### config.mk
export PLATFORM = sky130hd
export DESIGN_NAME = ps2_cmd_ctrl_flat
export DESIGN_NICKNAME = d
export VERILOG_FILES = /design/src/rtl/ps2_pkg.sv /design/src/rtl/ps2_cmd_ctrl_if.sv /design/src/rtl/ps2_rx.sv /design/src/rtl/ps2_cmd_ctrl.sv /design/src/flat_wrapper.sv
export SDC_FILE = /design/constraint.sdc
export NUM_CORES = 1
export LEC_CHECK = 0
export CORE_ASPECT_RATIO = 1.75
export CORE_MARGIN = 1
export CORE_UTILIZATION = 54
export CTS_CLUSTER_SIZE = 16
export DETAILED_ROUTE_END_ITERATION = 12
export MAX_ROUTING_LAYER = met4
export PLACE_DENSITY = 0.86
export SLEW_MARGIN = 0
export SYNTH_ARGS = -nofsm -noshare
export SYNTH_HDL_FRONTEND = slang
export SYNTH_SLANG_ARGS = --single-unit
### constraint.sdc
create_clock -name clk -period 2.8 [get_ports clk]
set_clock_uncertainty 0.1 [all_clocks]
set_input_delay 0.42 -clock clk [delete_from_list [all_inputs] [get_ports clk]]
set_output_delay 0.42 -clock clk [all_outputs]
set_load 0.02 [all_outputs]
### src/rtl/ps2_pkg.sv
// Shared scancodes, command encodings, FSM state types and the key lookup for the PS/2 command path.
// Pure definitions; no logic, latency or flow control of its own.
package ps2_pkg;

    localparam logic [7:0] KC_W   = 8'h75;
    localparam logic [7:0] KC_A   = 8'h6B;
    localparam logic [7:0] KC_S   = 8'h72;
    localparam logic [7:0] KC_D   = 8'h74;
    localparam logic [7:0] KC_RST = 8'h29;
    localparam logic [7:0] KC_LW  = 8'h1D;
    localparam logic [7:0] KC_LA  = 8'h1C;
    localparam logic [7:0] KC_LS  = 8'h1B;
    localparam logic [7:0] KC_LD  = 8'h23;

    localparam logic [7:0] PFX_EXT = 8'hE0;
    localparam logic [7:0] PFX_BRK = 8'hF0;

    localparam logic [2:0] CMD_D   = 3'd0;
    localparam logic [2:0] CMD_S   = 3'd1;
    localparam logic [2:0] CMD_A   = 3'd2;
    localparam logic [2:0] CMD_W   = 3'd3;
    localparam logic [2:0] CMD_RST = 3'd4;

    typedef enum logic [1:0] {RX_IDLE, RX_DATA, RX_PARITY, RX_STOP} rx_state_t;
    typedef enum logic [1:0] {DEC_NORM, DEC_EXT, DEC_BRK} dec_state_t;

    typedef struct packed {
        logic       hit;
        logic [2:0] code;
    } key_t;

    // Arrow keys and letter keys share a command; E0-prefixed arrows reuse the same table.
    function automatic key_t key_map(input logic [7:0] b);
        key_t k;
        k.hit  = 1'b1;
        k.code = CMD_D;
        case (b)
            KC_D, KC_LD: k.code = CMD_D;
            KC_S, KC_LS: k.code = CMD_S;
            KC_A, KC_LA: k.code = CMD_A;
            KC_W, KC_LW: k.code = CMD_W;
            KC_RST:      k.code = CMD_RST;
            default:     k.hit  = 1'b0;
        endcase
        return k;
    endfunction

endpackage

### src/rtl/ps2_cmd_ctrl_if.sv
// Command stream from the keyboard decoder to the game logic.
// Valid/ready: the head is held while cmd_valid=1 and cmd_ready=0.
interface ps2_cmd_ctrl_if;
    logic [2:0] cmd;
    logic       cmd_valid;
    logic       cmd_ready;

    modport master (output cmd, output cmd_valid, input cmd_ready);
    modport slave  (input cmd, input cmd_valid, output cmd_ready);
endinterface

### src/rtl/ps2_rx.sv
// PS/2 frame receiver: 2-FF sync, start/8 data/odd parity/stop framing, mid-frame timeout abort.
// byte_valid one cycle after the registered stop-bit fall; no backpressure (keyboard cannot be stalled).
module ps2_rx
    import ps2_pkg::*;
#(
    parameter int TIMEOUT_CYC = 20000
) (
    input  logic       clk,
    input  logic       rst_n,
    input  logic       scl,
    input  logic       sda,
    output logic [7:0] rx_byte,
    output logic       byte_valid,
    output logic       frame_err
);
    localparam int TW = $clog2(TIMEOUT_CYC + 1);

    logic          scl_s1, scl_s2, scl_prev, sda_s1, sda_s2;
    logic          fall, timeout;
    rx_state_t     state, state_nxt;
    logic [2:0]    bit_cnt, bit_cnt_nxt;
    logic [7:0]    shreg, shreg_nxt, byte_nxt;
    logic          par, par_nxt, vld_nxt, err_nxt;
    logic [TW-1:0] to_cnt, to_cnt_nxt;

    assign fall    = scl_prev & ~scl_s2;
    assign timeout = (state != RX_IDLE) && (to_cnt == TW'(TIMEOUT_CYC));

    always_comb begin
        state_nxt   = state;
        bit_cnt_nxt = bit_cnt;
        shreg_nxt   = shreg;
        par_nxt     = par;
        byte_nxt    = rx_byte;
        vld_nxt     = 1'b0;
        err_nxt     = 1'b0;
        to_cnt_nxt  = (fall || state == RX_IDLE) ? '0 : to_cnt + TW'(1);
        if (timeout) begin
            state_nxt  = RX_IDLE;
            err_nxt    = 1'b1;
            to_cnt_nxt = '0;
        end else if (fall) begin
            case (state)
                RX_IDLE: if (!sda_s2) begin
                    state_nxt   = RX_DATA;
                    bit_cnt_nxt = 3'd0;
                end
                RX_DATA: begin
                    shreg_nxt   = {sda_s2, shreg[7:1]};
                    bit_cnt_nxt = bit_cnt + 3'd1;
                    if (bit_cnt == 3'd7) state_nxt = RX_PARITY;
                end
                RX_PARITY: begin
                    par_nxt   = sda_s2;
                    state_nxt = RX_STOP;
                end
                RX_STOP: begin
                    state_nxt = RX_IDLE;
                    if (sda_s2 && (^shreg ^ par)) begin
                        vld_nxt  = 1'b1;
                        byte_nxt = shreg;
                    end else begin
                        err_nxt = 1'b1;
                    end
                end
                default: state_nxt = RX_IDLE;
            endcase
        end
    end

    // Sync stages reset high so the idle-high bus never looks like a falling edge.
    always_ff @(posedge clk or negedge rst_n) begin
        if (!rst_n) begin
            scl_s1     <= 1'b1;
            scl_s2     <= 1'b1;
            scl_prev   <= 1'b1;
            sda_s1     <= 1'b1;
            sda_s2     <= 1'b1;
            state      <= RX_IDLE;
            bit_cnt    <= 3'd0;
            shreg      <= 8'h00;
            par        <= 1'b0;
            rx_byte    <= 8'h00;
            byte_valid <= 1'b0;
            frame_err  <= 1'b0;
            to_cnt     <= '0;
        end else begin
            scl_s1     <= scl;
            scl_s2     <= scl_s1;
            scl_prev   <= scl_s2;
            sda_s1     <= sda;
            sda_s2     <= sda_s1;
            state      <= state_nxt;
            bit_cnt    <= bit_cnt_nxt;
            shreg      <= shreg_nxt;
            par        <= par_nxt;
            rx_byte    <= byte_nxt;
            byte_valid <= vld_nxt;
            frame_err  <= err_nxt;
            to_cnt     <= to_cnt_nxt;
        end
    end
endmodule

### src/rtl/ps2_cmd_ctrl.sv
// PS/2 keyboard to game command queue: make/break decode, held-key tracking, FIFO of new presses.
// cmd_valid two cycles after byte_valid; full queue without pop drops the command and pulses overflow.
module ps2_cmd_ctrl
    import ps2_pkg::*;
#(
    parameter int TIMEOUT_CYC = 20000,
    parameter int FIFO_DEPTH  = 4
) (
    input  logic                  clk,
    input  logic                  rst_n,
    input  logic                  scl,
    input  logic                  sda,
    output logic [7:0]            data_out,
    ps2_cmd_ctrl_if.master        cmd_bus,
    output logic [4:0]            keys_held,
    output logic                  frame_err,
    output logic                  overflow
);
    localparam int AW = $clog2(FIFO_DEPTH);

    logic       byte_valid;
    dec_state_t dec_state, dec_nxt;
    logic [4:0] keys_nxt;
    logic       push, push_nxt;
    logic [2:0] push_code, push_code_nxt;
    key_t       km;
    logic       make_req;

    ps2_rx #(.TIMEOUT_CYC(TIMEOUT_CYC)) u_rx (
        .clk(clk), .rst_n(rst_n), .scl(scl), .sda(sda),
        .rx_byte(data_out), .byte_valid(byte_valid), .frame_err(frame_err)
    );

    always_comb begin
        dec_nxt       = dec_state;
        keys_nxt      = keys_held;
        push_nxt      = 1'b0;
        push_code_nxt = push_code;
        make_req      = 1'b0;
        km            = key_map(data_out);
        if (byte_valid) begin
            case (dec_state)
                DEC_NORM: begin
                    if (data_out == PFX_EXT)      dec_nxt = DEC_EXT;
                    else if (data_out == PFX_BRK) dec_nxt = DEC_BRK;
                    else                          make_req = km.hit;
                end
                DEC_EXT: begin
                    dec_nxt = (data_out == PFX_BRK) ? DEC_BRK : DEC_NORM;
                    if (data_out != PFX_BRK) make_req = km.hit;
                end
                default: begin
                    dec_nxt = DEC_NORM;
                    if (km.hit) keys_nxt[km.code] = 1'b0;
                end
            endcase
        end
        // Typematic repeats of an already-held key are not queued again.
        if (make_req && !keys_held[km.code]) begin
            keys_nxt[km.code] = 1'b1;
            push_nxt          = 1'b1;
            push_code_nxt     = km.code;
        end
    end

    always_ff @(posedge clk or negedge rst_n) begin
        if (!rst_n) begin
            dec_state <= DEC_NORM;
            keys_held <= 5'd0;
            push      <= 1'b0;
            push_code <= CMD_D;
        end else begin
            dec_state <= dec_nxt;
            keys_held <= keys_nxt;
            push      <= push_nxt;
            push_code <= push_code_nxt;
        end
    end

    logic [2:0]    mem [FIFO_DEPTH];
    logic [AW-1:0] wr_ptr, rd_ptr, rd_ptr_nxt;
    logic [AW:0]   count, count_nxt;
    logic          full, pop, wr_en;
    logic [2:0]    cmd_q, head_nxt;
    logic          cmd_vld_q;

    assign full       = (count == (AW+1)'(FIFO_DEPTH));
    assign pop        = cmd_vld_q & cmd_bus.cmd_ready;
    assign wr_en      = push & (~full | pop);
    assign rd_ptr_nxt = pop ? rd_ptr + AW'(1) : rd_ptr;

    always_comb begin
        count_nxt = count;
        case ({wr_en, pop})
            2'b10:   count_nxt = count + (AW+1)'(1);
            2'b01:   count_nxt = count - (AW+1)'(1);
            default: count_nxt = count;
        endcase
        // The head register must see a command written this cycle when it lands in the head slot.
        head_nxt = (wr_en && wr_ptr == rd_ptr_nxt) ? push_code : mem[rd_ptr_nxt];
    end

    always_ff @(posedge clk) begin
        if (wr_en) mem[wr_ptr] <= push_code;
    end

    always_ff @(posedge clk or negedge rst_n) begin
        if (!rst_n) begin
            wr_ptr    <= '0;
            rd_ptr    <= '0;
            count     <= '0;
            cmd_q     <= 3'd0;
            cmd_vld_q <= 1'b0;
            overflow  <= 1'b0;
        end else begin
            if (wr_en) wr_ptr <= wr_ptr + AW'(1);
            rd_ptr    <= rd_ptr_nxt;
            count     <= count_nxt;
            cmd_q     <= head_nxt;
            cmd_vld_q <= (count_nxt != '0);
            overflow  <= push & full & ~pop;
        end
    end

    assign cmd_bus.cmd       = cmd_q;
    assign cmd_bus.cmd_valid = cmd_vld_q;
endmodule

### src/flat_wrapper.sv
// flat-port wrapper written by rule: the top's interface ports become plain ports
module ps2_cmd_ctrl_flat import ps2_pkg::*;
#(
    parameter int TIMEOUT_CYC = 20000,
    parameter int FIFO_DEPTH  = 4
)
  (clk, rst_n, scl, sda, data_out, keys_held, frame_err, overflow, cmd_bus_cmd, cmd_bus_cmd_valid, cmd_bus_cmd_ready);
  ps2_cmd_ctrl_if cmd_bus_i ();
  input  logic clk;
  input  logic rst_n;
  input  logic scl;
  input  logic sda;
  output logic [7:0] data_out;
  output logic [4:0] keys_held;
  output logic frame_err;
  output logic overflow;
  output wire logic [$bits(cmd_bus_i.cmd)-1:0] cmd_bus_cmd;
  output wire logic [$bits(cmd_bus_i.cmd_valid)-1:0] cmd_bus_cmd_valid;
  input wire logic [$bits(cmd_bus_i.cmd_ready)-1:0] cmd_bus_cmd_ready;
  assign cmd_bus_cmd = cmd_bus_i.cmd;
  assign cmd_bus_cmd_valid = cmd_bus_i.cmd_valid;
  assign cmd_bus_i.cmd_ready = cmd_bus_cmd_ready;
  ps2_cmd_ctrl #(.TIMEOUT_CYC(TIMEOUT_CYC), .FIFO_DEPTH(FIFO_DEPTH)) u_core (.clk(clk), .rst_n(rst_n), .scl(scl), .sda(sda), .data_out(data_out), .cmd_bus(cmd_bus_i), .keys_held(keys_held), .frame_err(frame_err), .overflow(overflow));
endmodule
* Word level (Yosys, flattened, before mapping)
Memories as Yosys holds them, arrays and structs flattened. A register that Yosys moved wholly into a read port is not among the register bits.
Index checks and enable logic that the tools add are counted.
** Word-level totals
- Register bits after elaboration :: 64
- Bits in latches :: 0
- RAM bits :: 12
- Bits in read-only memories :: 0
- Output and inout bits :: 19
- Logic and storage cells :: 136
- Memories kept :: 1
** Memories
- u_core.mem :: words 4, bits a word 3, read ports 1, clocked after Yosys merged registers in 1, wr ports 1, line ps2_cmd_ctrl.sv:80 : logic [2:0] mem [FIFO_DEPTH];
** Cells by class
- Add/sub/neg operators :: 6
- Multipliers :: 0
- Div/mod/pow operators :: 0
- Order comparisons :: 2
- Equality and inequality tests :: 25
- Shifts and indexed selects :: 0
- Mux-type cells :: 41
- Bitwise gates (word level) :: 14
- Reduce and logical (&&, ||, !) cells :: 25
** Operators by type and width (count)
- == test 8 x 7 -> 1 bit (second input constant) :: 4
- two-way mux 15 bit :: 2
- == test 8 x 5 -> 1 bit (second input constant) :: 3
- two-way mux 5 bit :: 4
- two-way mux 1 bit :: 18
- == test 8 x 6 -> 1 bit (second input constant) :: 2
- == test 8 bit (second input constant) :: 2
- two-way mux 2 bit :: 8
- adder 15 x 1 -> 15 bit (second input constant) :: 1
- == test 15 bit (second input constant) :: 1
- one-hot mux 3 bit (2 select lines) :: 2
- one-hot mux 3 bit (4 select lines) :: 1
- AND reduction 3 bit :: 3
- OR reduction 9 bit :: 1
- != test 8 bit (second input constant) :: 1
- one-hot mux 2 bit (4 select lines) :: 1
- AND reduction 4 bit :: 2
- OR reduction 2 bit :: 4
- XOR reduction 8 bit :: 1
- adder 3 x 1 -> 3 bit (second input constant) :: 2
- == test 2 x 1 -> 1 bit (second input constant) :: 3
- == test 2 bit (second input constant) :: 3
- == test 3 bit (second input constant) :: 2
- != test 3 bit (second input constant) :: 2
- 25 further kinds :: 40

* Longest topological paths before layout
- Depth in word-level cells :: 14
- Gate-level depth with buffers :: 10
- Mapped depth without buffers :: 10

* Cells and area by module
Synthesis repeated with hierarchy kept, for this count alone.
** Unflattened totals
- Cell total of the unflattened synthesis :: 319
- Area total of the unflattened synthesis :: 3836.2 um^2
** Modules (own cells, without submodules)
- ps2_rx :: times used 1, cells each 176, area each 2062.0 um^2
- ps2_cmd_ctrl :: times used 1, cells each 143, area each 1774.2 um^2

* Worst setup path before layout
No wires, ideal clock.
- Kind :: register to register
- Start :: reg u_core.cmd_vld_q (netlist: u_core.cmd_bus.cmd_valid)
- End :: reg u_core.cmd_vld_q (netlist: u_core.cmd_bus.cmd_valid)
- Setup time :: 131 ps
- Arrival time :: 2196 ps
- Data required time :: 2569 ps
- Path slack :: 373 ps
- Stages on the path, launching flop included :: 11
- Period minus slack after synthesis :: 2427 ps
- Cell sequence :: dfrtp_1 nand2_1 a31oi_1 inv_1 ha_1 inv_1 fa_1 xor2_1 nor2_1 xor2_1 or3_1
** On the way
- Cells in the longest elaborated chain, start to end :: 6
- Elaborated cells on any way between the ends :: 7
** RTL lines
- start, declared :: line ps2_cmd_ctrl.sv:85 : logic cmd_vld_q;
- start signal, assigned :: line ps2_cmd_ctrl.sv:120 : cmd_vld_q <= (count_nxt != '0);
- AND 1 bit * :: line ps2_cmd_ctrl.sv:88 : assign pop = cmd_vld_q & cmd_bus.cmd_ready;
- bitwise OR 1 bit :: line ps2_cmd_ctrl.sv:89 : assign wr_en = push & (~full | pop);
- AND 1 bit :: line ps2_cmd_ctrl.sv:89
- == test 2 x 1 -> 1 bit / == test 2 bit (equally long branches) :: line ps2_cmd_ctrl.sv:94 : case ({wr_en, pop})
- one-hot mux 3 bit (2 select lines) * :: line ps2_cmd_ctrl.sv:94
- net u_core.count_nxt[2] :: line ps2_cmd_ctrl.sv:82 : logic [AW:0] count, count_nxt;
- nonzero test 3 bit * :: line ps2_cmd_ctrl.sv:120
The timed path passes the listed nets; every way through them passes the cells marked *.
A chain may end at the register's enable or synchronous reset.

* Final worst setup path
- Start :: reg u_core.u_rx.state[0]
- End :: reg u_core.u_rx.rx_byte[4]
** On the way
- Cells in the longest elaborated chain, start to end :: 4
- Elaborated cells on any way between the ends :: 5
** RTL lines
- start, declared :: line ps2_rx.sv:20 : rx_state_t state, state_nxt;
- start signal, assigned :: line ps2_rx.sv:93 : state <= state_nxt;
- nonzero test 2 bit :: line ps2_rx.sv:27 : assign timeout = (state != RX_IDLE) && (to_cnt == TW'(TIMEOUT_CYC));
- logical AND 1 bit :: line ps2_rx.sv:27
- inverter 1 bit (no line)
- AND reduction 4 bit (no line) *
- end signal, assigned :: line ps2_rx.sv:97 : rx_byte <= byte_nxt;
- end, declared :: line ps2_rx.sv:12 : output logic [7:0] rx_byte,
Every way passes the cells marked *; elsewhere a longest branch is shown, timed or not.

==> flow_summary.toml <==
[pwr]
peakVddDrop_v = 0.000421
switching_power_uw = 1110
pwr-share-clk_pct = 30.9
power.density_mw_per_mm2 = 810
comb_power_share_pct = 26.7
p_leak_uw = 0.00200
switching_share_pct = 30.9
power_frac_seq_pct = 42.4
p_int_uw = 2500

[timing]
tightest_slew_ns = 0.834
min_period_ns = 2.39
relSlewSlack_pct = 44.4
hold_violations = 0
hold-worst-slack_ns = 0.169
rsz0062_at_grt = "false"
timing.final.crit_share_pct = 85.3
tns_ns = 0
worst_slack_ns = 0.412
finalSetupViolCount = 0
drv_slew = 0
fmax_mhz = 419

[floorplanning]
rows = 40
dieArea_sq_mm = 0.00750
die_y_um = 114
num_io_pins = 24
die_w_um = 65.9
coreArea_sq_mm = 0.00691
start_util_pct = 55.9

[clock_network]
cts_hold_buf = 0
clk_latency_ns = 0.33
cts_max_level = 3
clockBufferDepth = 2
cts_tree = "built"
clockRootBuffer = "clkbuf_16"
cts.sinks = 79
cts_setup_buffers = 0
cts_buffers = 9
clkTransAtPathRegs_ns = 0.06
cts_resized = 0

[setup_path]
end_kind = "flop"
criticalPathCategory = "flop to flop"
critPathLaunchType = "flop"
path_max_fanout = 9
rr_worst_depth = 6
critical_path_arrival_ns = 2.50
required_ns = 2.91

[finish]
nets = 375
synthToLayoutAreaGrowth_pct = 15.5
layout-drive-gt1-share_pct = 16.1
utilization_pct = 64.6
regArea_sq_mm = 0.00204
final_area_sq_mm = 0.00446
multi_input_area_sq_mm = 0.00170
insertedDiodeCount = 0
final.fill_count = 523

[synthesis]
synth_ff_type = "dfrtp_1"
netlist_instances = 324
synth_edf_count = 12
yosys-top-cells-count = "dfrtp_1 (62), nand2_1 (26), nor2_1 (23)"
ys_types = 56
synth_xor_area_share_pct = 6.94
yosysWarningCount = 0
syn_area_per_cell_sq_um = 11.9
synth_compound_area_share_pct = 7.81
yosys.area_share.simple_pct = 15.9
yosysSeqAreaShare_pct = 52.9
ys_ff_latch = 79
synth_area_leaders = "dfrtp_1 (40%), edfxtp_1 (9.3%), mux2_2 (5.5%)"
synth_top_area_share_pct = 40.2
muxShareOfSynthArea_pct = 8.33
synth_top_family_by_area = "simple AND/OR/NAND/NOR gates"
yosys.area.top_type = "dfrtp_1"
synthArstFlopShare_pct = 84.8
syn_nets = 344
synthMostInstantiatedCell = "dfrtp_1"
synth_area_sq_mm = 0.00386
synth_fa_ha_area_share_pct = 5.06

[global_routing]
grt_pass1_vias = 2591
grtUsageTotal_pct = 21.8
grt_max_degree = 68
grt_pass1_wl_um = 11800
grt_overflow = 0
antenna_found_initial = 0

[min_path]
hold_path.class = "input pin to async pin"

[detailed_routing]
first_iter_violations = 158
avgRoutedWirePerCell_um = 15.8
ant_nets = 0
route.detailed.drc = 0
vias = 2510
vias_per_cell = 5.65
drtPass1Iterations = 4
wl_um = 7030

[outcome]
status = "completed"

[run]
maxCapViolations = 0

[placement]
io_buffers = 23
post_dp_cell_area_sq_mm = 0.00418
dp_hpwl_um = 4900
pre_cts_ws_ns = 0.0596
place.gp.congestion = 0.833
## area by class of cell
class | instances | share of cell area [%]
well taps | 84 | 2.36
inverters | 21 | 1.77
clock buffers | 12 | 5.30
clock inverters | 4 | 1.07
multi-input cells | 218 | 38.1
flip-flops and latches | 79 | 45.8
repair buffers | 26 | 5.56
## registers in the layout, summed over array words and instances, names as in the netlist, 5 cells and up
| signal | cells |
|---|---|
| u_core.keys_held | 5 |
| u_core.mem | 12 |
| u_core.u_rx.rx_byte | 8 |
| u_core.u_rx.shreg | 8 |
| u_core.u_rx.to_cnt | 15 |
## cell families after synthesis
| group | Yosys count |
|---|---|
| simple gates | 110 |
| flops | 79 |
| compound gates | 39 |
| xor+xnor | 29 |
| buf+inv | 27 |
| mux | 25 |
| fa+ha+maj | 15 |
## cell usage in the layout, fill, tap and decap left out, types with 3 or more instances in the layout
master and instances:
a21oi_1 5, and2_1 4, and3_1 8, and4bb_2 3, buf_4 3, clkbuf_1 3
clkbuf_16 9, clkdlybuf4s50_1 22, dfrtp_1 62, dfstp_2 5, edfxtp_1 12, ha_1 14
inv_1 21, mux2_2 19, mux4_2 3, nand2_1 26, nand2b_1 6, nand3_1 10
nand4_1 5, nor2_1 23, nor3_1 3, o21ai_0 16, o31ai_1 3, or3_1 3
xnor2_1 16, xor2_1 12
## power groups by stage
stage | sequential [uW] | combinational [uW] | clock (uW)
2_1_floorplan | 1520 | 696 | 0
3_3_place_gp | 1530 | 908 | 0
3_5_place_dp | 1550 | 966 | 0
4_1_cts | 1530 | 978 | 1130
6_report | 1530 | 963 | 1120
5_1_grt | 1560 | 1070 | 1190
## critical path, cell delays in order, from the launching register on
cell     delay (ns)
dfrtp_1        0.43
inv_1          0.13
ha_1           0.28
and3b_1        0.24
a41oi_2        0.36
nand4_2        0.35
mux2_2         0.38
## worst paths after layout
check                                     startpoint                endpoint  slack (ns)
worst max-delay path            u_core.u_rx.state[0]  u_core.u_rx.rx_byte[4]        0.41
worst min-delay path                           rst_n     u_core.keys_held[3]        0.17
worst min register to register    u_core.u_rx.sda_s1      u_core.u_rx.sda_s2        0.26
worst max register to register  u_core.u_rx.state[0]  u_core.u_rx.rx_byte[4]        0.41
min in group clk                  u_core.u_rx.sda_s1      u_core.u_rx.sda_s2        0.26
max in group asynchronous                      rst_n   u_core.u_rx.to_cnt[3]        1.88
## layer usage
metal  track usage (%)  vias to the layer above  wire length, um
met4              11.0                        0              214
met5                 -                        -                0
li1                  -                     1209                -
met2              39.0                       48             3980
met3              4.50                       19              171
met1              21.3                     1234             2660
## through the flow
step | power (uW) | std cells
after CTS | 3640 | 444
after floorplan | 2220 | 324
after detailed placement | 2510 | 428
after global routing | 3820 | 444
final | 3610 | 444
after global placement | 2440 | 428
(Power assumes the default switching activity.)
